**src/rtl/sdram_arbiter.sv**
```systemverilog
// Two-port round-robin arbiter in front of the sdram controller.
// Read responses are routed back in order through a tag FIFO of port IDs.
module sdram_arbiter #(
    parameter int AW        = 24,
    parameter int DW        = 16,
    parameter int MAX_BURST = 8,
    parameter int TAG_DEPTH = 4
) (
    input  logic          clk,
    input  logic          rst_n,
    input  logic          c0_valid,
    input  logic          c0_we,
    input  logic [AW-1:0] c0_addr,
    input  logic [DW-1:0] c0_data,
    output logic          c0_ready,
    output logic [DW-1:0] c0_rdata,
    output logic          c0_rvalid,
    input  logic          c1_valid,
    input  logic          c1_we,
    input  logic [AW-1:0] c1_addr,
    input  logic [DW-1:0] c1_data,
    output logic          c1_ready,
    output logic [DW-1:0] c1_rdata,
    output logic          c1_rvalid,
    output logic          avalid,
    output logic          awe,
    output logic [AW-1:0] aaddr,
    output logic [DW-1:0] adata,
    input  logic          aready,
    input  logic [DW-1:0] bdata,
    input  logic          bvalid,
    output logic          err
);

    localparam int TW = $clog2(TAG_DEPTH);
    localparam int CW = (MAX_BURST > 1) ? $clog2(MAX_BURST) : 1;

    typedef enum logic [1:0] {
        IDLE,
        G0,
        G1
    } state_t;

    state_t        state;
    state_t        state_nx;
    logic          rr;
    logic          rr_nx;
    logic [CW-1:0] cnt;
    logic [CW-1:0] cnt_nx;

    logic [TAG_DEPTH-1:0] tag_mem;
    logic [TW:0]          wp;
    logic [TW:0]          rp;
    logic                 tag_full;
    logic                 tag_empty;
    logic                 push;
    logic                 pop;
    logic                 head;

    assign tag_empty = (wp == rp);
    assign tag_full  = (wp[TW] != rp[TW]) &&
                       (wp[TW-1:0] == rp[TW-1:0]);
    assign head      = tag_mem[rp[TW-1:0]];
    assign pop       = bvalid && !tag_empty;
    assign push      = (c0_ready || c1_ready) && !awe;

    always_comb begin
        state_nx = state;
        rr_nx    = rr;
        cnt_nx   = cnt;
        avalid   = 1'b0;
        awe      = c0_we;
        aaddr    = c0_addr;
        adata    = c0_data;
        c0_ready = 1'b0;
        c1_ready = 1'b0;
        unique case (state)
            IDLE: begin
                cnt_nx = '0;
                if (c0_valid && c1_valid)
                    state_nx = rr ? G1 : G0;
                else if (c0_valid)
                    state_nx = G0;
                else if (c1_valid)
                    state_nx = G1;
            end
            G0: begin
                avalid   = c0_valid && (c0_we || !tag_full);
                c0_ready = avalid && aready;
                if (c0_ready) begin
                    cnt_nx = cnt + CW'(1);
                    if (cnt == CW'(MAX_BURST - 1)) begin
                        state_nx = IDLE;
                        rr_nx    = 1'b1;
                    end
                end else if (!c0_valid) begin
                    state_nx = IDLE;
                    rr_nx    = 1'b1;
                end
            end
            G1: begin
                awe      = c1_we;
                aaddr    = c1_addr;
                adata    = c1_data;
                avalid   = c1_valid && (c1_we || !tag_full);
                c1_ready = avalid && aready;
                if (c1_ready) begin
                    cnt_nx = cnt + CW'(1);
                    if (cnt == CW'(MAX_BURST - 1)) begin
                        state_nx = IDLE;
                        rr_nx    = 1'b0;
                    end
                end else if (!c1_valid) begin
                    state_nx = IDLE;
                    rr_nx    = 1'b0;
                end
            end
            default: state_nx = IDLE;
        endcase
    end

    always_ff @(posedge clk) begin
        if (!rst_n) begin
            state     <= IDLE;
            rr        <= 1'b0;
            cnt       <= '0;
            wp        <= '0;
            rp        <= '0;
            c0_rvalid <= 1'b0;
            c1_rvalid <= 1'b0;
            c0_rdata  <= '0;
            c1_rdata  <= '0;
            err       <= 1'b0;
        end else begin
            state <= state_nx;
            rr    <= rr_nx;
            cnt   <= cnt_nx;
            if (push) begin
                tag_mem[wp[TW-1:0]] <= (state == G1);
                wp <= wp + (TW+1)'(1);
            end
            if (pop)
                rp <= rp + (TW+1)'(1);
            // head is the issuing port of the oldest read
            c0_rvalid <= pop && !head;
            c1_rvalid <= pop && head;
            if (pop && !head)
                c0_rdata <= bdata;
            if (pop && head)
                c1_rdata <= bdata;
            if (bvalid && tag_empty)
                err <= 1'b1;
        end
    end

endmodule

```
**config.mk**
```make
export PLATFORM = sky130hd
export DESIGN_NAME = sdram_arbiter
export DESIGN_NICKNAME = d
export VERILOG_FILES = /design/src/rtl/sdram_arbiter.sv
export SDC_FILE = /design/constraint.sdc
export NUM_CORES = 1
export LEC_CHECK = 0
export ABC_CLOCK_PERIOD_IN_PS = 6900
export CORE_UTILIZATION = 35
export CTS_CLUSTER_DIAMETER = 80
export CTS_CLUSTER_SIZE = 16
export DETAILED_ROUTE_END_ITERATION = 8
export PLACE_DENSITY = 0.76
export SLEW_MARGIN = 15
export SYNTH_ARGS = -nofsm -noshare
export SYNTH_HDL_FRONTEND = slang
export SYNTH_SLANG_ARGS = --single-unit
export TNS_END_PERCENT = 5
```
**constraint.sdc**
```tcl
create_clock -name clk -period 6.9 [get_ports clk]
set_clock_uncertainty 0.1 [all_clocks]
set_input_delay 1.38 -clock clk [delete_from_list [all_inputs] [get_ports clk]]
set_output_delay 1.38 -clock clk [all_outputs]
set_load 0.02 [all_outputs]
```
# Word level (Yosys, flattened, before mapping)
# Index checks and enable logic that the tools add are counted.
# Widths: inputs -> output; s select.
[word_totals]
input_bits = 104
register_bits = 51
output_inout_bits = 79
[classes]
reduce_logical = 26
addsub = 3
n_mux = 31
order_cmp = 3
n_eq_ne = 13
[op_table]
columns = ["cell", "n"]
rows = [
  ["$mux 24", 1],
  ["$mux 2", 9],
  ["$mux 16", 1],
  ["$logic_and 1x1->1", 12],
  ["$ne 3x3->1 const B", 4],
  ["$mux 1", 11],
  ["$add 3x1->3 const B", 3],
  ["$pmux 3 s3", 1],
  ["$lt 2x3->1 const B", 2],
  ["$mux 3", 2],
  ["$pmux 2 s3", 1],
  ["$reduce_and 3->1", 2],
  ["$reduce_and 5->1", 1],
  ["$bwmux 4", 1],
  ["$logic_not 1->1", 4],
  ["$ne 2x2->1 const B", 2],
  ["$ne 4x4->1 const B", 1],
  ["$pmux 1 s2", 2],
  ["$eq 3x3->1", 1],
  ["$eq 3x3->1 const B", 1],
  ["$logic_or 1x1->1", 3],
  ["$reduce_bool 3->1", 1],
  ["$bmux 1 s2", 1],
  ["$demux 1 s2", 1],
  ["8 further kinds", 8],
]

# Logic depth before layout (Yosys ltp)
[logic_depth]
word_depth = 10
depth_mapped = 8
depth_no_buf = 7

# Worst setup path before layout
# No wires, ideal clock.
[synth_path]
kind = "input to output"
start = "input port c0_we"
end = "output port avalid"
n_path_buf = 0
path_stages = 3
setup_slack_ns = 3.011
t_arrival_ns = 2.409
required_ns = 5.420
path_cell_list = "o41ai_1 and2_4 and2b_1"
[synth_via]
elab_chain_len = 3
[synth_lines]
columns = ["item", "line_no", "text"]
rows = [
  ["start: declaration", "12", "input logic c0_we,"],
  ["$logic_or 1x1->1", "88", "avalid = c0_valid && (c0_we || !tag_full);"],
  ["$logic_and 1x1->1", "88", ""],
  ["$pmux 1 s2", "77", "unique case (state)"],
  ["end: declaration", "25", "output logic avalid,"],
]
# No other way between the ends.

# Final worst setup path
# Same ends and word-level chain as after synthesis.

==> metrics <==
Max Slew Vio Count 0; clk sinks 51; startpoint types input pin; Final min period 4.94 ns; Std-Cell Rows 32; # nets final 558; worst-path cell chain clkdlybuf4s50_1 > o41ai_1 > and2_4 > and2b_1 > clkdlybuf4s50_1; Worst Path Buf+Inv 2; simple logic cell fraction of the synthesized area 13.6%; DR pass1 iterations 4; Total GRT Usage 18.5%; GRT overflow 0; CTS tree done; top cells by area, synth dfxtp_1 (33%), mux2_2 (16%), mux2i_1 (13%), nor2_1 (5.7%), ha_1 (5.3%); PD cells 174 mW/mm^2; number of synthesized flops with an enable pin 4; CTS H-tree depth 2; WL per Instance 14.4 um; die width 91.7 um; critical path required time 5.42 ns; crit path DAT 3.46 ns; area delta synth->final 70.6%; drt via density 4.68; Netlist Area Pre-Place 0.00282 sq mm; Ant. Diodes 0; Post-CTS Hold Buffers 0; CTS clk-pin slew, worst paths 0.09 ns; CTS Root Cell clkbuf_8; CTS Buf Count 5; XOR/XNOR share of the synthesized area 3.02%; max_slew headroom 25.7%; maximum vdd ir drop 0.116 mV; DRT antenna net count 0; postcts setup bufs 0; routability-driven placement congestion ratio 0.822; Top FF cell, synth dfxtp_1; post-synthesis compound-gate area fraction 5.64%; Max clock buf depth 2; share of cells above drive strength 1 14.0%; cell mode on critical path clkdlybuf4s50_1; global-route wire length before repair 12.5 mm; asr flop ratio synth 0%; # resized after CTS 0; share of the synthesized area in the top cell type 33.4%; Adder-Cell Fraction of Synth Area 5.33%; mux cell area share after synthesis 30.5%; net count after synthesis 381; Peak Freq 0.202 GHz; Pleak 1.90 nW; Initial Utilization 36.2%; clk_lat worst skew 0.31 ns; Yosys top cell by area dfxtp_1; CP Capture Type output port; Fillers 664; DRC violations left 0; Seq cells post-synth 51; post-detail-place hpwl 6.19 mm; Final Cycle Share 71.6%; overall power 837 uW; RSZ-0062 raised after global routing false; Yosys cell types 44; vias in the first global route 2516; Die ar. 0.00841 sq mm; Worst Hold Class reg2reg; 1st-iter DRT viols 86; die extent in y 91.7 um; largest family of logic cells by synthesized area multiplexers; most frequent cell after synthesis dfxtp_1; setup violators final 0; IO Port Bufs 182; Synth Area per Inst 10.6 sq um; Crit Path Class in2out; warnings from Yosys 0; register area share after synthesis 37.7%; initial antenna violation count 0; Critical-path top delay cell o41ai_1; worst-margin pin slew 1.12 ns; CP max FO 4; status finished, final reports clean; final setup TNS 0 ns; Mapped Cells 265; Largest stage delay, worst path 0.63 ns; Core ar. 0.00777 sq mm; Max-Cap Viols 0; largest net degree at the start of global routing 51; I/O pin cnt 183; final hold vios 0; Via Count 2549; most common library cells after synthesis dfxtp_1 (47), nor2_1 (43), mux2_2 (41); Post-Route WL 7.84 mm; cell family with most CP delay buffers and inverters
[layout make-up]
| cell class | instances | area, sq um | share of cell area [%] |
|---|---|---|---|
| Sequential cell | 51 | 1060 | 22.1 |
| Timing Repair Buffer | 183 | 1830 | 38.1 |
| Inverter | 8 | 30.0 | 0.625 |
| Tap cell | 102 | 128 | 2.66 |
| Clock inverter | 3 | 47.5 | 0.990 |
| Multi-Input combinational cell | 193 | 1640 | 34.1 |
| Clock buffer | 5 | 68.8 | 1.43 |
[worst reg2reg max path: cells and delay by family, from the launching register on]
kind | cells | cell delay, ns
buffers and inverters | 1 | 0.13
adder cells (fa/ha/maj) | 1 | 0.94
flip-flops | 1 | 0.35
multiplexers | 1 | 0.46
AND/OR/NAND/NOR | 2 | 0.51
AO/OA/AOI/OAI | 1 | 0.26
[layout by cell type, fill, tap and decap left out, drive strengths merged, types with 4 or more instances in the layout]
cell type,n
ha,12
nor2,44
mux2,41
dfxtp,47
clkdlybuf4s50,182
edfxtp,4
clkbuf,5
mux2i,37
xor2,4
nand3b,5
nor3,4
and3,4
inv,8
xnor2,4
nand2,7
[layer usage]
layer  up-vias  routed length, um  track usage, %
met1      1183               3510            25.3
met5         -                  0               0
li1       1279                  -               -
met3         7                432            3.57
met4         0                 55            3.31
met2        80               3840            30.7
[path summary, 6_finish.rpt]
path,depth (start not counted),startpoint,slack [ns],to
max reg2reg,6,state[0]$_SDFFE_PN0P_,3.88,tag_mem[2]$_DFFE_PP_
min,2,cnt[1]$_SDFFE_PN0P_,0.37,cnt[1]$_SDFFE_PN0P_
max,5,c0_we,1.96,avalid
min reg2reg,2,cnt[1]$_SDFFE_PN0P_,0.37,cnt[1]$_SDFFE_PN0P_
[stage by stage]
| stage | worst slack (ns) | instance area [sq um] | utilization (%) | hold WS [ns] | std cells |
|---|---|---|---|---|---|
| global route | 1.88 | 4800 | 61.8 | 0.397 | 545 |
| floorplan | 3.01 | 2820 | - | 0.338 | 265 |
| global placement | 2.00 | 4690 | 60.3 | 0.347 | 537 |
| detailed placement | 1.97 | 4690 | 60.3 | 0.367 | 537 |
| finish | 1.96 | 4800 | 61.8 | 0.371 | 545 |
| CTS | 1.96 | 4800 | 61.8 | 0.381 | 545 |
[sequential cells by signal, indices dropped and copies added (netlist names)]
| register | count |
|---|---|
| c1_rvalid | 1 |
| rp | 3 |
| c0_rdata | 16 |
| err | 1 |
| cnt | 3 |
| tag_mem | 4 |
| c1_rdata | 16 |
| rr | 1 |
| state | 2 |
| wp | 3 |
| c0_rvalid | 1 |
[power by group]
part	internal [mW]	switching, mW	leakage, nW
clock network	0.110	0.107	0.0587
logic	0.171	0.133	1.43
registers	0.308	0.00741	0.416
total	0.590	0.247	1.90
[kinds of logic after synthesis]
| logic type | count (synthesis) |
|---|---|
| compound gates | 17 |
| xor+xnor | 8 |
| fa+ha+maj | 12 |
| buf+inv | 21 |
| flops | 51 |
| mux | 79 |
| simple gates | 77 |
Power figures use the tool's default switching activity.
==> edit 1: new RTL, same settings <==
Change the parameter `TAG_DEPTH` from 4 to 8.
--- a/src/rtl/sdram_arbiter.sv
+++ b/src/rtl/sdram_arbiter.sv
@@ -4,7 +4,7 @@
     parameter int AW        = 24,
     parameter int DW        = 16,
     parameter int MAX_BURST = 8,
-    parameter int TAG_DEPTH = 4
+    parameter int TAG_DEPTH = 8
 ) (
     input  logic          clk,
     input  logic          rst_n,
Check against the original RTL: not equivalent (a bounded check fails within 10 cycles, from zero or initial values and one cycle with rst_n low).
==> edit 1 against the original RTL <==
Utilization fell by 0.70 points. Count of clock-buffer cells in the layout rose by 8. Sequential power rose by 15%. Final area rose by 6.7%. Largest cell class unchanged. Largest power group unchanged. Hold slack got worse by 0.023 ns. Power rose by 18%. Sequential cell count rose by 6. Area after synthesis rose by 10%. Wire length rose by 25%. Via count rose by 21%. Worst setup slack improved by 0.34 ns. Highest routed layer unchanged.
==> edit 1: results <==
group,metric,value,unit
run_status,status,"finished, final reports clean",
synth,synthXorXnorAreaFrac,0.0299,
synth,synth_edf_count,8,
global_routing,use_met2,0.404,
synth,syn-num-nets,446,
worst_setup_path,crit_end,"c0_ready",
global_routing,grt_max_degree,77,
route,wl_met1,3690,um
place,place_congestion,0.855,
synth,ys_seq_area_frac,0.394,
cells_and_area,fill_cells,729,
route,vias_per_cell,5.03,
global_routing,met3_usage,0.0434,
cells_and_area,num-clock-buffers,13,
synth,synth_fa_ha_area_frac,0.0363,
route,wl_met2,5300,um
route,wirelength,9780,um
cells_and_area,nMultiInputCombCells,243,
cells_and_area,antenna_cells,2,
clock_tree,htreeDepth,3,
global_routing,grt_pass1_wl,15100,um
cells_and_area,clock_area_frac,0.0352,
worst_setup_path,reg2reg_to,"tag_mem[4]",
pwr,p_leak,1.86,nW
worst_setup_path,arrival,3.13,ns
synth,synthMuxAreaShare,0.186,
worst_setup_path,crit_path_top_delay_cell,"clkdlybuf4s50_1",
worst_setup_path,reg2reg_slack,4.26,ns
cells_and_area,ff_latch_area,0.00122,mm2
worst_setup_path,path_max_fanout,7,
synth,synth.area.top_cells,"dfxtp_1 (32%), mux2_2 (15%), edfxtp_1 (7.8%), nand3_1 (5.8%), nand2_1 (5.5%)",
place,post-place-ws,2.24,ns
cells_and_area,drive_gt1_frac,0.143,
route,dr.first_iter.drc_count,125,
cells_and_area,nNonClkBuffers,182,
sta,max_slew.worst_pin.slew,0.695,ns
global_routing,grt_use_met1,0.235,
route,dr_wl_met3,562,um
worst_setup_path,cp-startpoint,"c0_valid",
clock_tree,clk_pin_slew_worst_paths,0.07,ns
global_routing,antenna_found_initial,2,
cells_and_area,fin_nets,614,
clock_tree,cts_made_buffers,9,
hold_path,min_delay_worst_endpoint,"c1_rdata[8]",
global_routing,grt_pass1_vias,3090,
pwr,max-vdd-ir-drop,0.115,mV
[edit 1: changes by cell type in the layout (fill, tap and decap cells not counted), sizes merged, moves of 4 or more]
cell / before / now
nand3: 3 / 36
edfxtp: 4 / 8
nor2: 44 / 14
nand2: 7 / 45
o21ai: 0 / 35
clkbuf: 5 / 13
mux2i: 37 / 8
[edit 1: critical path, delay by kind of cell]
family                 cells  cell delay (ns)
buffers and inverters      2             1.29
AND/OR/NAND/NOR            2             0.46
[edit 1: power by group]
part	switching, mW	internal, mW
Clock	0.126	0.158
Combinational	0.156	0.181
Sequential	0.0116	0.351
Total	0.294	0.690
[edit 1: through the flow]
step | util | hold WS [ns] | instances | instance area [um2]
after global routing | 0.611 | 0.363 | 612 | 5120
after global placement | 0.587 | 0.335 | 595 | 4920
after floorplan | - | 0.338 | 333 | 3100
after CTS | 0.609 | 0.349 | 610 | 5100
after detailed placement | 0.587 | 0.340 | 595 | 4920
final | 0.611 | 0.348 | 612 | 5120
==> edit 2: new RTL, same settings <==
Made on the original files. Encoding of `state_t`: now one-hot (3 bits for 3 states).
--- a/src/rtl/sdram_arbiter.sv
+++ b/src/rtl/sdram_arbiter.sv
@@ -35,10 +35,10 @@
     localparam int TW = $clog2(TAG_DEPTH);
     localparam int CW = (MAX_BURST > 1) ? $clog2(MAX_BURST) : 1;
 
-    typedef enum logic [1:0] {
-        IDLE,
-        G0,
-        G1
+    typedef enum logic [2:0] {
+        IDLE = 3'b001,
+        G0   = 3'b010,
+        G1   = 3'b100
     } state_t;
 
     state_t        state;
Function: no difference found for any inputs over 4 cycles, from zero or initial values and one cycle with rst_n low; so few cycles prove little.
==> edit 2 against the original RTL <==
Highest routed layer unchanged. Worst setup slack improved by 0.29 ns. Final cell count increased by 2.2%. Synthesized cell count increased by 5.3%. Count of clock-buffer cells in the layout increased by 1. Power decreased by 17%. Sequential cell count increased by 1. Clock power decreased by 22%. Wire length increased by 6.9%. Hold slack improved by 0.0053 ns. Area after synthesis increased by 0.93%. Final area about the same. Die area increased by 0.91%.
==> edit 2: results <==
group,metric,value,unit
hold_path,min_from,"cnt[0]",
synth,yosysWarnings,0,
cells_and_area,drive_gt1_frac,0.105,
place,dp_cells,549,
clock_tree,clockRootBuffer,"clkbuf_8",
worst_setup_path,cp_top_family,"buffers and inverters",
synth,ys_types,45,
synth,synth_area_per_cell,10.2,um2
cells_and_area,antenna_cells,0,
worst_setup_path,arrival,3.17,ns
place,place_congestion,0.852,
cells_and_area,fin_nets,565,
global_routing,track_usage,0.194,
worst_setup_path,cp-startpoint,"c1_we",
worst_setup_path,max_stage_delay,0.58,ns
synth,synth_edf_count,4,
cells_and_area,fill_cells,694,
route,vias_per_cell,4.90,
route,wirelength,8380,um
global_routing,grt_pass1_vias,2739,
global_routing,grt_max_degree,49,
clock_tree,cts_buffer_depth,2,
place,placed_cell_area,0.00471,mm2
route,dr.first_iter.drc_count,93,
worst_setup_path,reg2reg_from,"wp[1]",
pwr,max-vdd-ir-drop,0.0748,mV
pwr,p_leak,1.85,nW
global_routing,antenna_found_initial,0,
synth,synth_common_cells,"dfxtp_1 (48), nor2_1 (44), mux2i_1 (35)",
worst_setup_path,path_max_fanout,5,
worst_setup_path,crit_path_top_delay_cell,"clkdlybuf4s50_1",
synth,ys_seq_area_frac,0.380,
clock_tree,htreeDepth,2,
global_routing,grt_pass1_wl,13100,um
run_status,status,"finished, final reports clean",
global_routing,grt_remaining_overflow,0,
sta,slew_headroom,0.258,
synth,synth.area.top_cells,"dfxtp_1 (34%), mux2i_1 (12%), mux2_2 (12%), nor2_1 (5.8%), edfxtp_1 (4.2%)",
place,post-place-ws,2.30,ns
route,via_count,2729,
synth,syn-num-nets,390,
clock_tree,cts_made_buffers,5,
place,dp_hpwl,6560,um
edit 2: worst paths after layout:
| kind | to | slack (ns) | cells after the start |
|---|---|---|---|
| max | c1_ready | 2.25 | 4 |
| min | cnt[0] | 0.38 | 1 |
| max reg2reg | c1_rdata[15] | 4.31 | 5 |
| min reg2reg | cnt[0] | 0.38 | 1 |
edit 2: cell type report:
class,instances,area [um2],area share
inverter,8,30.0,0.00625
clock inverter,2,16.3,0.00339
sequential,52,1080,0.225
multi-input combinational,203,1640,0.341
clock buffer,6,72.6,0.0151
timing repair buffer,184,1840,0.382
tap,102,128,0.0266
edit 2: worst reg2reg max path: cells and delay by family (launching register included):
kind	cells	cell delay [ns]
AOI/OAI and AO/OA	1	0.44
xor gates and xnor gates	1	0.20
DFF	1	0.49
muxes	1	0.28
and+or+nand+nor	2	0.97
edit 2: where the power goes:
part | total, mW | switching (mW) | internal, mW
Sequential | 0.320 | 0.0109 | 0.309
Combinational | 0.208 | 0.0844 | 0.123
Clock | 0.169 | 0.0971 | 0.0722
edit 2: per-layer routing:
metal / vias up / GRT usage / wire, um
met1: 1243 / 0.200 / 3150
li1: 1336 / - / -
met5: - / 0 / 0
met2: 142 / 0.382 / 4460
met4: 0 / 0.0352 / 51
met3: 8 / 0.0580 / 719
edit 2: kinds of logic after synthesis:
logic type / after synthesis / synth area share
flops: 52 / 0.380
buf+inv: 24 / 0.0449
simple gates: 80 / 0.136
mux: 76 / 0.291
fa+ha+maj: 7 / 0.0308
xor+xnor: 10 / 0.0361
compound gates: 30 / 0.0806
